[config.mk]
export PLATFORM = sky130hd
export DESIGN_NAME = doc_uart_sender
export DESIGN_NICKNAME = d
export VERILOG_FILES = /design/src/rtl/doc_pkg.sv /design/src/rtl/uart_tx_8n1.sv /design/src/rtl/doc_uart_sender.sv
export SDC_FILE = /design/constraint.sdc
export NUM_CORES = 1
export LEC_CHECK = 0
export ABC_AREA = 0
export BUFFER_PORTS_ARGS = -buffer_cell sky130_fd_sc_hd__buf_2
export CAP_MARGIN = 30
export CORE_UTILIZATION = 59
export DETAILED_ROUTE_END_ITERATION = 8
export PLACE_DENSITY = 0.86
export SETUP_SLACK_MARGIN = 0.3
export SKIP_CTS_REPAIR_TIMING = 1
export SLEW_MARGIN = 20
export SYNTH_ARGS = -nofsm -noshare
export SYNTH_HDL_FRONTEND = slang
export SYNTH_SLANG_ARGS = --single-unit
[constraint.sdc]
create_clock -name clk -period 2.4 [get_ports clk]
set_input_delay 0.12 -clock clk [delete_from_list [all_inputs] [get_ports clk]]
set_output_delay 0.12 -clock clk [all_outputs]
set_load 0.005 [all_outputs]
[src/rtl/doc_pkg.sv]
// Shared document constants and the sender FSM state type.
// Row and column fields are fixed at 4 and 5 bits so the address map stays stable.
package doc_pkg;

    localparam int DOC_ROWS   = 15;
    localparam int DOC_COLS   = 20;
    localparam int DOC_ADDR_W = 10;
    localparam int ROW_W      = 4;
    localparam int COL_W      = 5;

    localparam logic [7:0] ASCII_CR = 8'h0D;
    localparam logic [7:0] ASCII_LF = 8'h0A;
    localparam logic [7:0] ASCII_SP = 8'h20;

    typedef enum logic [2:0] {
        IDLE,
        FETCH,
        SEND_CHAR,
        SEND_CR,
        SEND_LF,
        FINISH
    } sender_state_t;

    function automatic logic [DOC_ADDR_W-1:0] doc_addr(input logic [ROW_W-1:0] row,
                                                        input logic [COL_W-1:0] col);
        return {1'b0, row, col};
    endfunction

endpackage

[src/rtl/uart_tx_8n1.sv]
// 8N1 UART transmitter, LSB first, each bit held exactly CLK_HZ/BAUD clocks.
// Handshake: a byte is taken on a clock edge where valid and ready are both high; ready drops on
// that edge and rises again on the cycle after the stop bit's last clock.
module uart_tx_8n1 #(
    parameter int CLK_HZ = 100_000_000,
    parameter int BAUD   = 115200
) (
    input  logic       clk,
    input  logic       rst,
    input  logic       valid,
    input  logic [7:0] data,
    output logic       ready,
    output logic       tx
);

    localparam int DIV   = CLK_HZ / BAUD;
    localparam int CNT_W = (DIV > 1) ? $clog2(DIV) : 1;
    localparam logic [CNT_W-1:0] CNT_LAST = CNT_W'(DIV - 1);
    localparam logic [3:0]       BIT_LAST = 4'd9;

    logic [CNT_W-1:0] baud_cnt;
    logic [3:0]       bit_cnt;
    logic [9:0]       shreg;

    always_ff @(posedge clk) begin
        if (rst) begin
            tx       <= 1'b1;
            ready    <= 1'b1;
            baud_cnt <= '0;
            bit_cnt  <= '0;
            shreg    <= '1;
        end else if (ready) begin
            if (valid) begin
                // shreg[0] is the bit currently on the line; shifting in 1s keeps the tail idle-high
                shreg    <= {1'b1, data, 1'b0};
                tx       <= 1'b0;
                ready    <= 1'b0;
                baud_cnt <= '0;
                bit_cnt  <= '0;
            end
        end else if (baud_cnt == CNT_LAST) begin
            baud_cnt <= '0;
            if (bit_cnt == BIT_LAST) begin
                ready <= 1'b1;
                tx    <= 1'b1;
            end else begin
                bit_cnt <= bit_cnt + 4'd1;
                shreg   <= {1'b1, shreg[9:1]};
                tx      <= shreg[1];
            end
        end else begin
            baud_cnt <= baud_cnt + CNT_W'(1);
        end
    end

endmodule

[src/rtl/doc_uart_sender.sv]
// Walks the document RAM row by row, sends each character over UART and ends every row with CR/LF.
// Pulses done once the final LF has fully left the line.
module doc_uart_sender
    import doc_pkg::*;
#(
    parameter int CLK_HZ = 100_000_000,
    parameter int BAUD   = 115200,
    parameter int ROWS   = DOC_ROWS,
    parameter int COLS   = DOC_COLS
) (
    input  logic                  clk,
    input  logic                  rst,
    input  logic                  start,
    output logic                  read_enable,
    output logic [DOC_ADDR_W-1:0] read_addr,
    input  logic [7:0]            read_data,
    output logic                  done,
    output logic                  busy,
    output logic                  tx,
    output sender_state_t         state_dbg
);

    localparam logic [ROW_W-1:0] ROW_LAST = ROW_W'(ROWS - 1);
    localparam logic [COL_W-1:0] COL_LAST = COL_W'(COLS - 1);

    sender_state_t    state;
    logic [ROW_W-1:0] row;
    logic [COL_W-1:0] col;
    logic             sent;
    logic             tx_valid;
    logic             tx_ready;
    logic [7:0]       tx_byte;

    assign state_dbg = state;

    // FETCH offers the RAM byte directly; CR/LF states offer their byte until it has been taken once
    always_comb begin
        tx_valid = 1'b0;
        tx_byte  = read_data;
        unique case (state)
            FETCH: begin
                tx_valid = 1'b1;
                tx_byte  = (read_data == 8'h00) ? ASCII_SP : read_data;
            end
            SEND_CR: begin
                tx_valid = !sent;
                tx_byte  = ASCII_CR;
            end
            SEND_LF: begin
                tx_valid = !sent;
                tx_byte  = ASCII_LF;
            end
            default: begin
                tx_valid = 1'b0;
                tx_byte  = read_data;
            end
        endcase
    end

    always_ff @(posedge clk) begin
        if (rst) begin
            state       <= IDLE;
            row         <= '0;
            col         <= '0;
            sent        <= 1'b0;
            read_enable <= 1'b0;
            read_addr   <= '0;
            done        <= 1'b0;
            busy        <= 1'b0;
        end else begin
            done <= 1'b0;
            unique case (state)
                IDLE: begin
                    if (start) begin
                        row         <= '0;
                        col         <= '0;
                        sent        <= 1'b0;
                        busy        <= 1'b1;
                        read_enable <= 1'b1;
                        read_addr   <= doc_addr('0, '0);
                        state       <= FETCH;
                    end
                end
                FETCH: begin
                    if (tx_ready) begin
                        state <= SEND_CHAR;
                    end
                end
                SEND_CHAR: begin
                    if (tx_ready) begin
                        if (col < COL_LAST) begin
                            col       <= col + COL_W'(1);
                            read_addr <= doc_addr(row, col + COL_W'(1));
                            state     <= FETCH;
                        end else begin
                            // read_addr holds the last column until the next row starts
                            col   <= '0;
                            state <= SEND_CR;
                        end
                    end
                end
                SEND_CR: begin
                    if (tx_ready) begin
                        if (!sent) begin
                            sent <= 1'b1;
                        end else begin
                            sent  <= 1'b0;
                            state <= SEND_LF;
                        end
                    end
                end
                SEND_LF: begin
                    if (tx_ready) begin
                        if (!sent) begin
                            sent <= 1'b1;
                        end else begin
                            sent <= 1'b0;
                            if (row < ROW_LAST) begin
                                row       <= row + ROW_W'(1);
                                read_addr <= doc_addr(row + ROW_W'(1), '0);
                                state     <= FETCH;
                            end else begin
                                done        <= 1'b1;
                                busy        <= 1'b0;
                                read_enable <= 1'b0;
                                read_addr   <= '0;
                                state       <= FINISH;
                            end
                        end
                    end
                end
                FINISH: begin
                    state <= IDLE;
                end
                default: begin
                    state <= IDLE;
                end
            endcase
        end
    end

    uart_tx_8n1 #(
        .CLK_HZ(CLK_HZ),
        .BAUD  (BAUD)
    ) u_tx (
        .clk  (clk),
        .rst  (rst),
        .valid(tx_valid),
        .data (tx_byte),
        .ready(tx_ready),
        .tx   (tx)
    );

endmodule

; Word level (Yosys, flattened, before mapping)
; Index checks and enable logic that the tools add are counted.
[totals]
n_memories = 0
ram_bits = 0
output_inout_bits = 17
latch_bits = 0
regBits = 51
rom_bits = 0
input_bits = 11
elab_cells = 116
[classes]
order_cmp = 2
reduce_logical = 18
add_sub_neg = 4
n_div = 0
n_eq_ne = 19
bitwise = 3
mux = 58
multipliers = 0
shift = 0
[op_table]
columns = operator, n
row1 = 10-bit two-way mux, 12
row2 = 4-bit two-way mux, 8
row3 = 10-bit one-hot mux with 3 select lines, 1
row4 = 3-bit two-way mux, 8
row5 = 8-bit one-hot mux with 3 select lines, 1
row6 = 1-bit two-way mux, 16
row7 = 5-bit two-way mux, 3
row8 = 3-bit one-hot mux with 5 select lines, 1
row9 = 2-bit != test (second input constant), 7
row10 = 2-bit by 1-bit != test with 1-bit output (second input constant), 6
row11 = 10-bit by 1-bit adder with 10-bit output (second input constant), 1
row12 = 10-bit equality test (second input constant), 1
row13 = 5-bit one-hot mux with 2 select lines, 1
row14 = 5-bit AND reduction, 2
row15 = 9-bit two-way mux, 1
row16 = 3-bit AND reduction, 3
row17 = 4-bit by 1-bit adder with 4-bit output (second input constant), 2
row18 = 8-bit zero test, 1
row19 = 8-bit two-way mux, 1
row20 = 4-bit one-hot mux with 2 select lines, 1
row21 = 2-bit nonzero test, 4
row22 = 7-bit AND reduction, 1
row23 = 3-bit by 2-bit equality test with 1-bit output (second input constant), 2
row24 = 1-bit one-hot mux with 2 select lines, 3
row25 = 15 further kinds, 17

; Depth between registers and ports, before layout
; Gate-level depths: netlist of run 1.
[logic_depth]
depth_word = 5
ltp_mapped = 7
mapped_depth_nobuf = 6

; By module
; From an unflattened synthesis of run 1, not the netlist that was laid out.
[hier_totals]
hier_cells = 334
hier_area_um2 = 2730.1
[modules_own_cells]
columns = mod, instances, cells_each, seq_area_each_um2, area_per_inst_um2
row1 = doc_uart_sender, 1, 192, 480.5, 1430.1
row2 = uart_tx_8n1, 1, 142, 480.5, 1300.0

; Worst setup path after synthesis of run 1
; OpenSTA, ideal clock, no wires.
[synth_path]
path_kind = register to register
start = register state[1], in the netlist state_dbg[1]
end = register u_tx.shreg[5]
synth_period_minus_slack_ps = 1874
path_buffers = 3
arrival_ps = 1752
setup_ps = 122
t_required_ps = 2278
path_slack_ps = 526
stages_incl_launch_ff = 8
cell_sequence = dfxtp_1 -> buf_6 -> or3b_1 -> buf_2 -> a21o_1 -> a22o_1 -> buf_6 -> a221o_1
[synth_via]
elab_chain_len = 5
word_cells_on_any_way = 10
cone_classes = eq/ne: 4 / mux: 4 / reduce/logical: 2
[synth_lines]
columns = element, line_no
row1 = from (decl), doc_uart_sender.sv:26  ; sender_state_t state;
row2 = from (signal assigned), doc_uart_sender.sv:62  ; state <= IDLE;
row3 = from (signal assigned), doc_uart_sender.sv:81  ; state <= FETCH;
row4 = from (signal assigned), doc_uart_sender.sv:86  ; state <= SEND_CHAR;
row5 = 3-bit equality test or 3-bit by 2-bit equality test with 1-bit output (tied branches), doc_uart_sender.sv:40  ; unique case (state)
row6 = 2-bit OR reduction (no line), -
row7 = 1-bit one-hot mux with 2 select lines, doc_uart_sender.sv:40
row8 = 2-bit != test (no line), -
row9 = 3-bit AND reduction (no line), -
row10 = to (signal assigned), uart_tx_8n1.sv:35  ; shreg <= {1'b1, data, 1'b0};
row11 = to (signal assigned), uart_tx_8n1.sv:48  ; shreg <= {1'b1, shreg[9:1]};
row12 = to (decl), uart_tx_8n1.sv:23  ; logic [9:0] shreg;
; Several ways; a longest one is shown, not always the timed one. The select of a mux whose other input is x is not followed.
; A chain may end at the register's enable or synchronous reset.

; Worst setup path after layout of run 1
[layout_path]
start = register state[2], in the netlist state_dbg[2]
end = register u_tx.shreg[5]
; Same word-level chain as after synthesis.

==> run summary, run 1 <==
status = finished, final reports clean
Remaining DRCs = 0
ant diodes = 0
routed len/inst = 15.8 um
syn_nets = 342
Critical R2R Capture = u_tx.shreg[5]
Post-synth ARST share = 0%
crit path kind = flip-flop to flip-flop
Max Cap Viol = 0
final hold violations = 0
drt via density = 6.44
CTS Root Cell = clkbuf_8
RSZ-0062 raised after global routing = yes
top achievable clock speed = 499 MHz
DRT Pass-1 Iters = 4
Clock Skew = 0.0123 ns
Layout area overhead = 9.21%
# port buffers = 26
GPL Wtd Cong = 0.862
Worst Setup EP = u_tx.shreg[5]
Net count, final = 357
GR Overflow Total = 0
Initial Util = 61.4%
sequential share of the synthesized area = 35.7%
number of cells on the worst reg-to-reg path = 4
Longest Clk Path Bufs = 2
cell area after synthesis = 2690 um^2
die width = 69.5 um
Die ar. = 4840 um^2
IO Count = 28
chip height = 69.5 um
Final Setup Violations = 0
cells after synthesis = 326
flops & latches, synth = 48
largest net degree at the start of global routing = 20
reg2reg start = state_dbg[2]
fillers = 364
number of synthesized flops with an enable pin = 0
HP Class = input pin to flip-flop
HP Start = read_data[3]
Yosys cell types = 63
total negative slack = 0 ns
crit path launch = state_dbg[2]
first-pass GRT wire length = 10.9 mm
relative slew slack = 66.2%
Worst Setup End Kind = flip-flop
Tmin final = 2.00 ns
Required @ worst endpoint = 2.60 ns
total track usage = 27.2%
Worst-Margin Slew = 0.506 ns
share of cells above drive strength 1 = 15.2%
Startpoint Class = flip-flop
fin util = 67.0%
Tcrit/Tclk final = 83.4%
antenna viol nets, final = 0
Most used DFF post-synth = dfxtp_1
number of global-route vias before repair = 2362
clk sink count = 48
Num CTS Buffers = 5
WP data arrival = 2.20 ns
fin. max-slew vios = 0
H-tree Lvls = 2
Worst-path clk slew = 0.09 ns
r2r setup slk = 0.40 ns
Leak Pwr = 1.07 nW
Site Rows = 24
Routed WL = 6.21 mm
initial antenna violation count = 0
detailed-route via count = 2537
peak fanout along the critical path = 10
CTS tree = yes
PD cells = 675 nW/um^2
maximum VDD drop = 0.000467 V
Core Region = 4380 um^2
HPWL after DPL = 4.37 mm
worst skew pair latency = 0.31 ns
syn_area_per_cell = 8.26 um^2
DR iter-0 viols = 270
Warnings, synthesis = 0
-- final cells by class --
cell class                 instances  area (um^2)  share of cell area [%]
tap                               52         65.1                    2.21
clock buffer                       7         86.3                    2.94
inverter                           5         18.8                   0.639
sequential                        48          963                    32.8
clock inverter                     1         7.51                   0.255
multi-input combinational        244         1590                    53.9
timing repair buffer              37          213                    7.24
-- how the worst min path moves through the flow --
| stage | to | cells past startpoint |
|---|---|---|
| 2_1_floorplan | read_addr[8] | 2 |
| 3_3_place_gp | read_addr[0] | 2 |
| 3_5_place_dp | read_addr[6] | 2 |
| 4_1_cts | col[1] | 2 |
| 5_1_grt | read_addr[1] | 2 |
| 6_report | u_tx.shreg[4] | 4 |
-- stage by stage --
stage	setup WS [ns]	cell area (um^2)	cells	hold WS, ns	total power (W)
4_1_cts	0.318	2930	394	0.199	0.00198
3_5_place_dp	0.340	2830	386	0.472	0.00148
3_3_place_gp	0.408	2830	386	0.470	0.00146
5_1_grt	0.293	2940	394	0.218	0.00209
6_report	0.397	2940	394	0.198	0.00199
2_1_floorplan	0.526	2690	326	0.320	0.00134
-- cell usage after synthesis, types with 4 or more instances --
cell / instances / area [um^2]
dfxtp_1: 48 / 961
a21oi_1: 30 / 150
nand2_1: 23 / 86.3
nand3_1: 23 / 115
clkbuf_1: 19 / 71.3
nor2_1: 15 / 56.3
o21ai_1: 14 / 70.1
a31oi_1: 9 / 56.3
mux2i_1: 7 / 70.1
o21ai_0: 7 / 35.0
a311oi_1: 6 / 52.6
and3_1: 6 / 37.5
a21o_1: 5 / 37.5
a221o_1: 5 / 50.1
buf_2: 5 / 25.0
ha_1: 5 / 62.6
nand2b_1: 5 / 31.3
nand3b_1: 5 / 37.5
nor4_1: 5 / 31.3
or4_1: 5 / 37.5
a211oi_1: 4 / 30.0
a31o_1: 4 / 35.0
nor3_1: 4 / 20.0
o211ai_1: 4 / 30.0
o31ai_1: 4 / 30.0
or4b_1: 4 / 40.0
-- registers in the layout, summed over array words and instances (netlist names) --
| register | count |
|---|---|
| u_tx.baud_cnt | 10 |
| read_addr | 9 |
| u_tx.shreg | 8 |
| col | 5 |
| row | 4 |
| u_tx.bit_cnt | 4 |
| state_dbg | 3 |
| busy | 1 |
| done | 1 |
| sent | 1 |
| u_tx.ready | 1 |
| u_tx.tx | 1 |
-- cells in the final DEF, fill, tap and decap left out, types with 3 or more instances in the layout --
cell,instances
nand2b_1,5
o31ai_1,4
nor4_1,5
o21ai_0,7
o21ai_1,14
xnor2_1,3
inv_1,3
nor2b_1,3
ha_1,5
a21o_1,5
a31o_1,4
a311oi_1,6
buf_2,26
nand3b_1,5
mux2i_1,7
o21a_1,3
or4_1,5
nand3_1,23
a211oi_1,4
nand2_1,23
a31oi_1,9
dfxtp_1,46
a221o_1,5
and3_1,6
nor3_1,4
clkbuf_8,6
nor2_1,15
or4b_1,4
a21oi_1,30
or2_1,3
buf_4,11
o211ai_1,4
-- cells by family after synthesis --
logic type | Yosys count | synth area share (%)
DFF | 48 | 35.7
xor gates and xnor gates | 3 | 0.976
buffers and inverters | 34 | 5.81
adders and majority gates | 5 | 2.32
AOI/OAI and AO/OA | 113 | 28.3
muxes | 9 | 3.44
and+or+nand+nor | 113 | 23.3
other | 1 | 0.139
-- worst max-delay path: stages (launching register included) --
cell and delay [ns]:
dfxtp_1 0.50, or3b_1 0.49, a21o_1 0.21, a22o_2 0.33, a221o_1 0.37
-- report_power, final --
| group | switching, W | internal (W) | leakage (nW) |
|---|---|---|---|
| Clock | 0.000273 | 0.000235 | 0.0445 |
| Combinational | 0.000332 | 0.000217 | 0.639 |
| Sequential | 0.0000631 | 0.000866 | 0.391 |
-- layer usage --
metal / wire (um) / vias to the layer above / GRT usage [%] / part of all wire [%]
met2: 2920 / 65 / 42.9 / 47
met3: 315 / 5 / 5.38 / 5.1
met5: 0 / - / 0 / 0
li1: - / 1268 / - / -
met1: 2920 / 1199 / 37.6 / 47
met4: 55 / 0 / 8.16 / 0.89
(Power assumes the default switching activity.)
==> run 2: changes to the inputs <==
==> constraint.sdc (replaced) <==
create_clock -name clk -period 1.9 [get_ports clk]
set_input_delay 0.095 -clock clk [delete_from_list [all_inputs] [get_ports clk]]
set_output_delay 0.095 -clock clk [all_outputs]
set_load 0.005 [all_outputs]
==> run summary, run 2 (synthesis gave the netlist of run 1 again) <==
Flop pwr share = 40.5%
area post-placement = 2970 um^2
Hold Path Stages = 4
clk sink count = 48
status = finished, final reports clean
met1 global-route usage = 38.4%
Max Cap Viol = 0
top achievable clock speed = 548 MHz
Remaining DRCs = 0
DR iter-0 viols = 437
post-route cell area = 3470 um^2
Core Region = 4380 um^2
RSZ-0062 raised after global routing = yes
ant diodes = 0
Comb pwr share = 33.4%
top flop regs = u_tx.baud_cnt x10, read_addr x9, u_tx.shreg x8
fin. max-slew vios = 0
Longest Clk Path Bufs = 2
crit path kind = flip-flop to flip-flop
Net count, final = 390
worst skew pair latency = 0.32 ns
share of cells above drive strength 1 = 33.1%
max reg flops = 10
antenna viol nets, final = 0
Tmin final = 1.82 ns
final hold violations = 0
met2 usage = 45.8%
CTS tree = yes
detailed-route via count = 3036
crit path launch = u_tx.baud_cnt[0]
CTS Root Cell = clkbuf_8
# port buffers = 26
Die ar. = 4840 um^2
GPL Wtd Cong = 0.842
Switching Power = 0.00100 W
WP data arrival = 2.07 ns
reg2reg start = u_tx.baud_cnt[0]
most frequent cells in the layout = dfxtp_1, buf_4, a21oi_1, buf_2, nand3_1
final hold slack = 0.177 ns
Worst Setup End Kind = flip-flop
Tcrit/Tclk final = 96.0%
Initial Util = 61.4%
Required @ worst endpoint = 2.15 ns
Num CTS Buffers = 5
total track usage = 28.4%
routed len/inst = 19.7 um
Routed WL = 8.43 mm
number of global-route vias before repair = 2401
r2r setup slk = 0.08 ns
maximum VDD drop = 0.000579 V
total negative slack = 0 ns
Clock Skew = 0.00744 ns
initial antenna violation count = 0
Critical R2R Capture = u_tx.bit_cnt[2]
Site Rows = 24
GR Overflow Total = 0
HPWL after DPL = 4.53 mm
Final Setup Violations = 0
IO Count = 28
Startpoint Class = flip-flop
die width = 69.5 um
Top Usage Layer GRT = met2
Leak Pwr = 1.31 nW
DRT Pass-1 Iters = 5
cell-internal power = 0.00192 W
largest net degree at the start of global routing = 25
first-pass GRT wire length = 11.2 mm
number of cells on the worst reg-to-reg path = 6
switching share of power = 34.3%
chip height = 69.5 um
H-tree Lvls = 2
Clock Power Share = 26.1%
met3 Usage GRT = 4.80%
drt via density = 7.11
Layout area overhead = 28.8%
PD cells = 842 nW/um^2
peak fanout along the critical path = 6
HP Class = input pin to flip-flop
most common cell after layout, fill and taps aside = dfxtp_1
Top reg by flops = u_tx.baud_cnt
Tot Pwr = 0.00292 W
Worst-path clk slew = 0.09 ns
Worst Setup EP = u_tx.bit_cnt[2]
-- run 2: routing by layer --
layer  vias up  wire (um)  share of wire [%]
met3        41        729                8.6
met1      1430       3420                 41
met5         -          0                  0
met4         0        337                4.0
li1       1338          -                  -
met2       227       3940                 47
-- run 2: critical path, stage by stage (launching register included) --
cell and delay (ns):
dfxtp_4 0.39, ha_4 0.16, and4bb_2 0.30, nand4_4 0.16
buf_6 0.18, or4_4 0.40, a31oi_1 0.17
-- run 2: layout make-up --
class,count,area [um^2]
Clock buffer,5,68.8
Fill cell,264,917
Inverter,5,18.8
Tap cell,52,65.1
Multi-Input combinational cell,244,1760
Clock inverter,3,42.5
Sequential cell,48,982
Timing Repair Buffer,70,531
-- run 2: how the worst min path moves through the flow --
stage | to | startpoint
5_1_grt | u_tx.shreg[4] | read_data[3]
3_3_place_gp | read_addr[0] | read_addr[0]
3_5_place_dp | read_addr[1] | read_addr[1]
2_1_floorplan | read_addr[7] | rst
4_1_cts | u_tx.shreg[4] | read_data[3]
6_report | u_tx.shreg[4] | read_data[3]
-- run 2: power groups by stage --
stage	registers [W]	clock network, W	logic [W]
floorplan	0.00116	0	0.000555
global route	0.00119	0.000794	0.00102
global placement	0.00118	0	0.000723
finish	0.00118	0.000761	0.000976
detailed placement	0.00119	0	0.000737
CTS	0.00117	0.000750	0.000744
-- run 2: per-stage QoR --
step | setup WS (ns) | instances | utilization, %
2_1_floorplan | 0.0296 | 326 | -
5_1_grt | 0.0129 | 427 | 79.1
3_5_place_dp | 0.0630 | 399 | 67.7
3_3_place_gp | 0.122 | 399 | 67.7
4_1_cts | 0.0207 | 407 | 70.3
6_report | 0.0754 | 427 | 79.1
